==> config.mk <==
export PLATFORM = sky130hd
export DESIGN_NAME = qq_head_flat
export DESIGN_NICKNAME = d
export VERILOG_FILES = /design/src/rtl/qq_head_if.sv /design/src/rtl/qq_head.sv /design/src/flat_wrapper.sv
export SDC_FILE = /design/constraint.sdc
export NUM_CORES = 1
export LEC_CHECK = 0
export CORE_MARGIN = 2
export CORE_UTILIZATION = 41
export CTS_CLUSTER_SIZE = 10
export DETAILED_ROUTE_END_ITERATION = 10
export MAX_ROUTING_LAYER = met4
export PLACE_DENSITY = 0.69
export SYNTH_ARGS = -nofsm -noshare
export SYNTH_HDL_FRONTEND = slang
export SYNTH_SLANG_ARGS = --single-unit
==> constraint.sdc <==
create_clock -name clk -period 3.7 [get_ports clk]
set_input_delay 0.925 -clock clk [delete_from_list [all_inputs] [get_ports clk]]
set_output_delay 0.925 -clock clk [all_outputs]
set_load 0.005 [all_outputs]
==> src/rtl/qq_head_if.sv <==
// User-side and chain-side signal bundle for the quick-queue head stage.
// Handshake: a request transfers in the cycle where req && rdy are both high at the rising edge.
interface qq_head_if #(
    parameter int W   = 8,
    parameter int CAP = 16
);
    localparam int CW = $clog2(CAP + 1);

    logic          enq_req;
    logic [W-1:0]  enq_key;
    logic          enq_rdy;
    logic          deq_req;
    logic          deq_rdy;
    logic [W-1:0]  deq_key;
    logic [CW-1:0] count;
    logic          full;
    logic          empty;
    logic          enq_o;
    logic          deq_o;
    logic [W-1:0]  data_o;
    logic [W-1:0]  data_i;

    modport slave (
        input  enq_req, enq_key, deq_req, data_i,
        output enq_rdy, deq_rdy, deq_key, count, full, empty, enq_o, deq_o, data_o
    );

    modport master (
        output enq_req, enq_key, deq_req, data_i,
        input  enq_rdy, deq_rdy, deq_key, count, full, empty, enq_o, deq_o, data_o
    );
endinterface

==> src/rtl/qq_head.sv <==
// Quick-queue head: keeps the minimum key in a top register and issues one
// spaced enqueue/dequeue operation at a time into the downstream node chain.
module qq_head #(
    parameter int W       = 8,
    parameter int CAP     = 16,
    parameter int OP_GAP  = 2,
    parameter int RET_LAT = 2
) (
    input  logic        clk,
    input  logic        rst,
    qq_head_if.slave    bus,
    output logic [1:0]  dbg_state
);
    localparam int CW   = $clog2(CAP + 1);
    localparam int GMAX = (OP_GAP > RET_LAT) ? OP_GAP : RET_LAT;
    localparam int GW   = $clog2(GMAX + 1);

    localparam logic [W-1:0]  MAX_KEY  = '1;
    localparam logic [CW-1:0] CAP_C    = CW'(CAP);
    localparam logic [CW-1:0] ONE_C    = CW'(1);
    localparam logic [GW-1:0] GAP_LOAD = GW'((OP_GAP >= 2) ? (OP_GAP - 2) : 0);
    localparam logic [GW-1:0] RET_LOAD = GW'(RET_LAT);

    typedef enum logic [1:0] {
        S_IDLE = 2'd0,
        S_GAP  = 2'd1,
        S_RET  = 2'd2
    } state_e;

    // With a single-cycle gap there is nothing to wait for after an issue.
    localparam state_e GAP_NEXT = (OP_GAP > 1) ? S_GAP : S_IDLE;

    state_e        state_q, state_d;
    logic [W-1:0]  top_q, top_d;
    logic [CW-1:0] count_q, count_d;
    logic [GW-1:0] wait_q, wait_d;
    logic [W-1:0]  data_o_q, data_o_d;
    logic          enq_o_q, enq_o_d;
    logic          deq_o_q, deq_o_d;
    logic          full_q, full_d;
    logic          empty_q, empty_d;

    logic idle;
    logic enq_rdy;
    logic deq_rdy;
    logic enq_fire;
    logic deq_fire;

    assign idle     = (state_q == S_IDLE);
    assign deq_rdy  = !rst && idle && !empty_q;
    // A pending dequeue wins; the enqueue stays requested until the next idle slot.
    assign enq_rdy  = !rst && idle && !full_q && !(bus.deq_req && !empty_q);
    assign deq_fire = bus.deq_req && deq_rdy;
    assign enq_fire = bus.enq_req && enq_rdy;

    always_comb begin
        state_d  = state_q;
        top_d    = top_q;
        count_d  = count_q;
        wait_d   = wait_q;
        data_o_d = data_o_q;
        enq_o_d  = 1'b0;
        deq_o_d  = 1'b0;
        unique case (state_q)
            S_IDLE: begin
                if (deq_fire) begin
                    if (count_q == ONE_C) begin
                        top_d   = MAX_KEY;
                        count_d = '0;
                        state_d = GAP_NEXT;
                        wait_d  = GAP_LOAD;
                    end else begin
                        count_d = count_q - ONE_C;
                        deq_o_d = 1'b1;
                        state_d = S_RET;
                        wait_d  = RET_LOAD;
                    end
                end else if (enq_fire) begin
                    count_d = count_q + ONE_C;
                    state_d = GAP_NEXT;
                    wait_d  = GAP_LOAD;
                    if (count_q == '0) begin
                        top_d = bus.enq_key;
                    end else if (bus.enq_key < top_q) begin
                        data_o_d = top_q;
                        top_d    = bus.enq_key;
                        enq_o_d  = 1'b1;
                    end else begin
                        // Equal keys go downstream so earlier arrivals leave first.
                        data_o_d = bus.enq_key;
                        enq_o_d  = 1'b1;
                    end
                end
            end
            S_GAP: begin
                if (wait_q == '0) begin
                    state_d = S_IDLE;
                end else begin
                    wait_d = wait_q - GW'(1);
                end
            end
            S_RET: begin
                if (wait_q == '0) begin
                    top_d   = bus.data_i;
                    state_d = S_IDLE;
                end else begin
                    wait_d = wait_q - GW'(1);
                end
            end
            default: begin
                state_d = S_IDLE;
            end
        endcase
    end

    assign full_d  = (count_d == CAP_C);
    assign empty_d = (count_d == '0);

    always_ff @(posedge clk) begin
        if (rst) begin
            state_q  <= S_IDLE;
            top_q    <= MAX_KEY;
            count_q  <= '0;
            wait_q   <= '0;
            data_o_q <= '0;
            enq_o_q  <= 1'b0;
            deq_o_q  <= 1'b0;
            full_q   <= 1'b0;
            empty_q  <= 1'b1;
        end else begin
            state_q  <= state_d;
            top_q    <= top_d;
            count_q  <= count_d;
            wait_q   <= wait_d;
            data_o_q <= data_o_d;
            enq_o_q  <= enq_o_d;
            deq_o_q  <= deq_o_d;
            full_q   <= full_d;
            empty_q  <= empty_d;
        end
    end

    assign bus.enq_rdy = enq_rdy;
    assign bus.deq_rdy = deq_rdy;
    assign bus.deq_key = top_q;
    assign bus.count   = count_q;
    assign bus.full    = full_q;
    assign bus.empty   = empty_q;
    assign bus.enq_o   = enq_o_q;
    assign bus.deq_o   = deq_o_q;
    assign bus.data_o  = data_o_q;
    assign dbg_state   = state_q;
endmodule

==> src/flat_wrapper.sv <==
// flat-port wrapper written by rule: the top's interface ports become plain ports
module qq_head_flat 
#(
    parameter int W       = 8,
    parameter int CAP     = 16,
    parameter int OP_GAP  = 2,
    parameter int RET_LAT = 2
)
  (clk, rst, dbg_state, bus_enq_req, bus_enq_key, bus_deq_req, bus_data_i, bus_enq_rdy, bus_deq_rdy, bus_deq_key, bus_count, bus_full, bus_empty, bus_enq_o, bus_deq_o, bus_data_o);
  qq_head_if #(.W(W), .CAP(CAP)) bus_i ();
  input  logic clk;
  input  logic rst;
  output logic [1:0] dbg_state;
  input wire logic [$bits(bus_i.enq_req)-1:0] bus_enq_req;
  input wire logic [$bits(bus_i.enq_key)-1:0] bus_enq_key;
  input wire logic [$bits(bus_i.deq_req)-1:0] bus_deq_req;
  input wire logic [$bits(bus_i.data_i)-1:0] bus_data_i;
  output wire logic [$bits(bus_i.enq_rdy)-1:0] bus_enq_rdy;
  output wire logic [$bits(bus_i.deq_rdy)-1:0] bus_deq_rdy;
  output wire logic [$bits(bus_i.deq_key)-1:0] bus_deq_key;
  output wire logic [$bits(bus_i.count)-1:0] bus_count;
  output wire logic [$bits(bus_i.full)-1:0] bus_full;
  output wire logic [$bits(bus_i.empty)-1:0] bus_empty;
  output wire logic [$bits(bus_i.enq_o)-1:0] bus_enq_o;
  output wire logic [$bits(bus_i.deq_o)-1:0] bus_deq_o;
  output wire logic [$bits(bus_i.data_o)-1:0] bus_data_o;
  assign bus_i.enq_req = bus_enq_req;
  assign bus_i.enq_key = bus_enq_key;
  assign bus_i.deq_req = bus_deq_req;
  assign bus_i.data_i = bus_data_i;
  assign bus_enq_rdy = bus_i.enq_rdy;
  assign bus_deq_rdy = bus_i.deq_rdy;
  assign bus_deq_key = bus_i.deq_key;
  assign bus_count = bus_i.count;
  assign bus_full = bus_i.full;
  assign bus_empty = bus_i.empty;
  assign bus_enq_o = bus_i.enq_o;
  assign bus_deq_o = bus_i.deq_o;
  assign bus_data_o = bus_i.data_o;
  qq_head #(.W(W), .CAP(CAP), .OP_GAP(OP_GAP), .RET_LAT(RET_LAT)) u_core (.clk(clk), .rst(rst), .bus(bus_i), .dbg_state(dbg_state));
endmodule
==> impl_results.md, run 1 <==
- Vias in the first global route: 1,641
- Area growth, synth to finish: 32.9%
- Syn nets: 257
- CP Max Fanout: 4
- Distinct cells, synth: 52
- FILL cells: 390
- CTS tree: done
- Switching share of power: 0.349
- Final Hold Fails: 0
- Worst Hold Launch: u_core.bus.data_o[6]$_SDFFE_PP0P_
- Most used cells in the layout excluding fill and tap cells: 48 x clkdlybuf4s50_1, 29 x dfxtp_1, 25 x nor2_1
- Number of diodes: 0
- Dpl hpwl: 3340 um
- Slew Limit Fails: 0
- WHS Endpoint: u_core.bus.data_o[6]$_SDFFE_PP0P_
- IR drop worst, VDD: 0.241 mV
- WHS Path Cells: 2
- Ys Warns: 0
- PortBufs: 48
- Total Routed Length: 4490 um
- Final GP Congestion: 0.864
- Post-synth EDFFs: 0
- Slew HR: 0.579
- GR Util All Layers: 0.194
- Tmin final: 3.16 ns
- Int Power: 0.830 mW
- Std-Cell Rows: 24
- Via-to-Cell Ratio: 5.36
- Post-Syn Instances: 222
- Core area: 0.00441 sq mm
- Final TNS setup: 0 ns
- Yosys reg bits: 29
- Post-Layout Cell Count: 324
- Reg2reg start: u_core.dbg_state[0]$_SDFFE_PP0P_
- Most used DFF post-synth: dfxtp_1
- Seq/Total Area, Yosys: 0.306
- Required @ worst endpoint: 2.77 ns
- CTS Hold Bufs: 0
- DIE AREA: 0.00518 sq mm
- Num CTS Buffers: 5
- Die width: 72.0 um
- Net count, final: 306
- 1st-iter DRT viols: 99
- Post-Syn Area: 0.00190 sq mm
- Die H: 72.0 um
- Remaining DRCs: 0
- H-tree depth: 2
- Antenna violations before repair: 0
- FMAX: 317 MHz
- Clock Sinks: 29
- Arrival @ worst endpoint: 2.23 ns
- Sequential Power Share: 0.336
- First-pass GRT wire length: 7670 um
- CTS max path bufs: 2
- R2r setup slk: 1.42 ns
- Initial Utilization: 0.429
- Via count: 1,736
- Hold Slack: 0.499 ns
- Layout cells sized above 1: 0.0809
- Post-placement cell count: 316
- RR Endpoint: u_core.bus.data_o[1]$_SDFFE_PP0P_
- Hold Crit Class: reg2reg
- Most common cell after layout, fill and taps aside: clkdlybuf4s50_1
- Grt ovf: 0
- RSZ-0062 raised after global routing: no
- IO Pins: 49
- P_leak: 1.11 nW
- Crit share post-route: 0.853
- Status: complete, no violations
- Switching pwr: 0.446 mW
- DRT Pass-1 Iters: 6
- Clock power share: 0.228
- Pin count of the biggest net entering global routing: 37
- Logic gate share of total power: 0.435
- Max cap viols: 0
- Pwr dens: 506 mW/mm^2
- Skew final: 0.0108 ns
- Syn avg cell area: 8.54 sq um
- FF-to-FF path depth: 7
- CTS resizes: 0
- Clock-pin slew on the worst setup and hold paths: 0.06 ns
- Setup slack after layout: 0.543 ns
- Post-CTS setup buffer count: 0
- Least-Margin Pin Slew: 0.631 ns
- WL/cell: 13.8 um
- Async S/R FF share, synth: 0
- Root Driver: clkbuf_8
- Pre-CTS setup slack: 0.491 ns
- # setup viols final: 0
- CP startpoint kind: primary input
- Crit path kind: in2out
- Antenna-violating nets left: 0
- Crit path capture type: output pin
- Worst-Skew Late Latency: 0.29 ns
## final cells by class
type / count / area, sq um / share of cell area
clock inverters: 1 / 5.00 / 0.00199
well taps: 52 / 65.1 / 0.0258
repair buffers: 53 / 518 / 0.206
clock buffers: 7 / 96.3 / 0.0382
inverters: 17 / 66.3 / 0.0263
flip-flops and latches: 29 / 581 / 0.230
multi-input cells: 165 / 1190 / 0.472
## how the worst max path moves through the flow
| stage | start | endpoint | slack (ns) | cells past startpoint |
|---|---|---|---|---|
| 2_1_floorplan | rst | bus_enq_rdy | 1.35 | 3 |
| 3_3_place_gp | bus_deq_req | bus_enq_rdy | 0.50 | 4 |
| 3_5_place_dp | rst | u_core.bus.data_o[1]$_SDFFE_PP0P_ | 0.49 | 7 |
| 4_1_cts | bus_deq_req | bus_enq_rdy | 0.53 | 4 |
| 5_1_grt | rst | bus_enq_rdy | 0.46 | 4 |
| 6_report | bus_deq_req | bus_enq_rdy | 0.54 | 4 |
## registers in the layout, indices dropped and copies added (netlist names)
register            flops
u_core.bus.data_o       8
u_core.bus.deq_key      8
u_core.bus.count        5
u_core.dbg_state        2
u_core.wait_q           2
u_core.bus.deq_o        1
u_core.bus.empty        1
u_core.bus.enq_o        1
u_core.bus.full         1
## worst max-delay path: stages
cell,delay [ns]
clkdlybuf4s50_1,0.45
nor2b_1,0.16
nor3_1,0.17
clkdlybuf4s50_1,0.53
## Yosys cell counts (3+ instances only)
| cell | n | share of area |
|---|---|---|
| nor2_1 | 25 | 0.050 |
| clkbuf_1 | 5 | 0.0099 |
| o21ai_0 | 4 | 0.011 |
| ha_1 | 15 | 0.099 |
| dfxtp_1 | 29 | 0.31 |
| a21oi_1 | 17 | 0.045 |
| nand2_1 | 6 | 0.012 |
| buf_2 | 3 | 0.0079 |
| nand3_1 | 4 | 0.011 |
| o21ai_1 | 3 | 0.0079 |
| mux2i_1 | 18 | 0.095 |
| a211oi_1 | 9 | 0.036 |
| nor3_1 | 4 | 0.011 |
| nor4_1 | 3 | 0.0099 |
| nand2b_1 | 12 | 0.040 |
| or3_1 | 8 | 0.026 |
| inv_1 | 15 | 0.030 |
| nand4_1 | 3 | 0.0099 |
## logic make-up after synthesis
group,synth area share
adder cells (fa/ha/maj),0.0990
AND/OR/NAND/NOR,0.242
flip-flops,0.306
AO/OA/AOI/OAI,0.186
multiplexers,0.0950
XOR/XNOR,0.00462
buffers and inverters,0.0667
## metal layers
| metal | track usage | wire (um) | up-vias |
|---|---|---|---|
| li1 | - | - | 888 |
| met1 | 0.265 | 2230 | 790 |
| met2 | 0.277 | 1980 | 48 |
| met3 | 0.0458 | 185 | 10 |
| met4 | 0.0734 | 93 | 0 |
| met5 | - | 0 | - |
## stage by stage
| step | cell area [sq um] | utilization | power (mW) |
|---|---|---|---|
| floorplan | 1900 | - | 0.774 |
| global placement | 2420 | 0.548 | 0.984 |
| detailed placement | 2420 | 0.548 | 0.991 |
| CTS | 2520 | 0.571 | 1.29 |
| global route | 2520 | 0.571 | 1.37 |
| finish | 2520 | 0.571 | 1.28 |
## power by group through the flow
stage	logic (mW)	clock network (mW)	registers [mW]
after global placement	0.549	0	0.435
after detailed placement	0.555	0	0.436
after CTS	0.558	0.299	0.429
after floorplan	0.347	0	0.427
final	0.555	0.292	0.429
after global routing	0.616	0.313	0.440
No activity file was read; power rests on OpenSTA's default activity.
==> run 2, diff against run 1 <==
--- a/config.mk
+++ b/config.mk
@@ -8,5 +8,4 @@
 export CORE_MARGIN = 2
 export CORE_UTILIZATION = 41
-export CTS_CLUSTER_SIZE = 10
 export DETAILED_ROUTE_END_ITERATION = 10
 export MAX_ROUTING_LAYER = met4
==> constraint.sdc (replaced) <==
create_clock -name clk -period 3.7 [get_ports clk]
set_input_delay 0.74 -clock clk [delete_from_list [all_inputs] [get_ports clk]]
set_output_delay 0.74 -clock clk [all_outputs]
set_load 0.005 [all_outputs]
==> impl_results.md, run 2 (synthesis results as in run 1) <==
- Via-to-Cell Ratio: 5.36
- CTS Hold Bufs: 0
- CP max stage cell: clkdlybuf4s50_1
- WHS Path Cells: 2
- Crit path kind: in2out
- Area growth, synth to finish: 35.4%
- Core area: 0.00441 sq mm
- FF-to-FF path depth: 7
- CP Max Fanout: 11
- Number of diodes: 0
- Num CTS Buffers: 5
- Antenna-violating nets left: 0
- Crit path capture type: output pin
- Clock Sinks: 29
- CTS tree: done
- First-pass GRT wire length: 7550 um
- WL/cell: 13.7 um
- Critical Path Sink: bus_enq_rdy
- Status: complete, no violations
- Total Routed Length: 4460 um
- P_leak: 1.14 nW
- Std-Cell Rows: 24
- Final GP Congestion: 0.859
- Post-CTS setup buffer count: 0
- Antenna violations before repair: 0
- DRT Pass-1 Iters: 4
- Vias in the first global route: 1,629
- FMAX: 340 MHz
- Grt ovf: 0
- Stages on worst setup path: 5
- Net count, final: 308
- WP buf/inv: 3
- GR Util All Layers: 0.187
- Clock-pin slew on the worst setup and hold paths: 0.06 ns
- Required @ worst endpoint: 2.96 ns
- Initial Utilization: 0.429
- Die H: 72.0 um
- Critical path cell sequence: clkdlybuf4s50_1, nor2b_1, buf_4, nor3_1, clkdlybuf4s50_1
- Largest stage delay, worst path: 0.52 ns
- Final TNS setup: 0 ns
- H-tree depth: 2
- CTS max path bufs: 2
- 1st-iter DRT viols: 74
- Most common cell after layout, fill and taps aside: clkdlybuf4s50_1
- Slew HR: 0.581
- Pin count of the biggest net entering global routing: 19
- RSZ-0062 raised after global routing: no
- CP startpoint kind: primary input
- Pre-CTS setup slack: 0.753 ns
- DIE AREA: 0.00518 sq mm
- Root Driver: clkbuf_8
- Pwr dens: 537 mW/mm^2
- Least-Margin Pin Slew: 0.628 ns
- Hold Crit Class: reg2reg
- Skew final: 0.00921 ns
- Most used cells in the layout excluding fill and tap cells: 48 x clkdlybuf4s50_1, 29 x dfxtp_1, 25 x nor2_1
- Crit path top cell by count: clkdlybuf4s50_1
- # setup viols final: 0
- Critical path origin: bus_deq_req
- Slew Limit Fails: 0
- Dpl hpwl: 3340 um
- Tmin final: 2.94 ns
- CTS resizes: 0
- Final Hold Fails: 0
- PortBufs: 48
- Die width: 72.0 um
- Max cap viols: 0
- Reg2reg start: u_core.dbg_state[0]$_SDFFE_PP0P_
- Worst-Skew Late Latency: 0.28 ns
- IR drop worst, VDD: 0.370 mV
- Via count: 1,747
- R2r setup slk: 1.43 ns
- RR Endpoint: u_core.bus.data_o[5]$_SDFFE_PP0P_
- Layout cells sized above 1: 0.0876
- Remaining DRCs: 0
- Arrival @ worst endpoint: 2.20 ns
- IO Pins: 49
- Delay-heaviest family, CP: buffers and inverters
- Setup slack after layout: 0.758 ns
- Crit share post-route: 0.795
[run 2: changes by cell type in the layout (fill, tap and decap cells not counted)]
cell	change
buf_4	+2
bufinv_16	+2
clkbuf_8	-2
[run 2: cell type report]
type                            instances  area (sq um)
Sequential cell                        29           581
Timing Repair Buffer                   55           533
Inverter                               17          66.3
Clock inverter                          3          65.1
Tap cell                               52          65.1
Multi-Input combinational cell        165          1190
Fill cell                             401          1850
Clock buffer                            5          68.8
[run 2: worst reg2reg max path: stages, from the launching register on]
cell,delay (ns)
dfxtp_1,0.34
inv_1,0.09
ha_1,0.40
inv_1,0.17
a221o_1,0.35
nor2_2,0.50
nor2_1,0.09
a211oi_1,0.24
[run 2: stage by stage]
step           utilization  area (sq um)  hold slack (ns)  power [mW]  std cells
3_5_place_dp         0.551          2430            0.492       0.990        318
5_1_grt              0.582          2570            0.517        1.46        326
2_1_floorplan            -          1900            0.494       0.774        222
3_3_place_gp         0.551          2430            0.485       0.986        318
4_1_cts              0.582          2570            0.501        1.39        326
6_report             0.582          2570            0.496        1.38        326
[run 2: worst min-delay path by stage]
stage | start | endpoint | slack, ns
2_1_floorplan | u_core.bus.data_o[1]$_SDFFE_PP0P_ | u_core.bus.data_o[1]$_SDFFE_PP0P_ | 0.49
3_3_place_gp | u_core.bus.data_o[6]$_SDFFE_PP0P_ | u_core.bus.data_o[6]$_SDFFE_PP0P_ | 0.49
3_5_place_dp | u_core.bus.data_o[4]$_SDFFE_PP0P_ | u_core.bus.data_o[4]$_SDFFE_PP0P_ | 0.49
4_1_cts | u_core.bus.data_o[4]$_SDFFE_PP0P_ | u_core.bus.data_o[4]$_SDFFE_PP0P_ | 0.50
5_1_grt | u_core.bus.data_o[6]$_SDFFE_PP0P_ | u_core.bus.data_o[6]$_SDFFE_PP0P_ | 0.52
6_report | u_core.bus.data_o[6]$_SDFFE_PP0P_ | u_core.bus.data_o[6]$_SDFFE_PP0P_ | 0.50
[run 2: power by group]
group	internal [mW]	switching, mW	total (mW)
logic	0.295	0.263	0.558
clock network	0.267	0.122	0.390
registers	0.369	0.0605	0.430
[run 2: layer usage]
| layer | global-route usage | vias to the layer above | routed length, um |
|---|---|---|---|
| li1 | - | 896 | - |
| met1 | 0.260 | 802 | 2350 |
| met2 | 0.271 | 45 | 1880 |
| met3 | 0.0417 | 4 | 179 |
| met4 | 0.0587 | 0 | 45 |
| met5 | - | - | 0 |
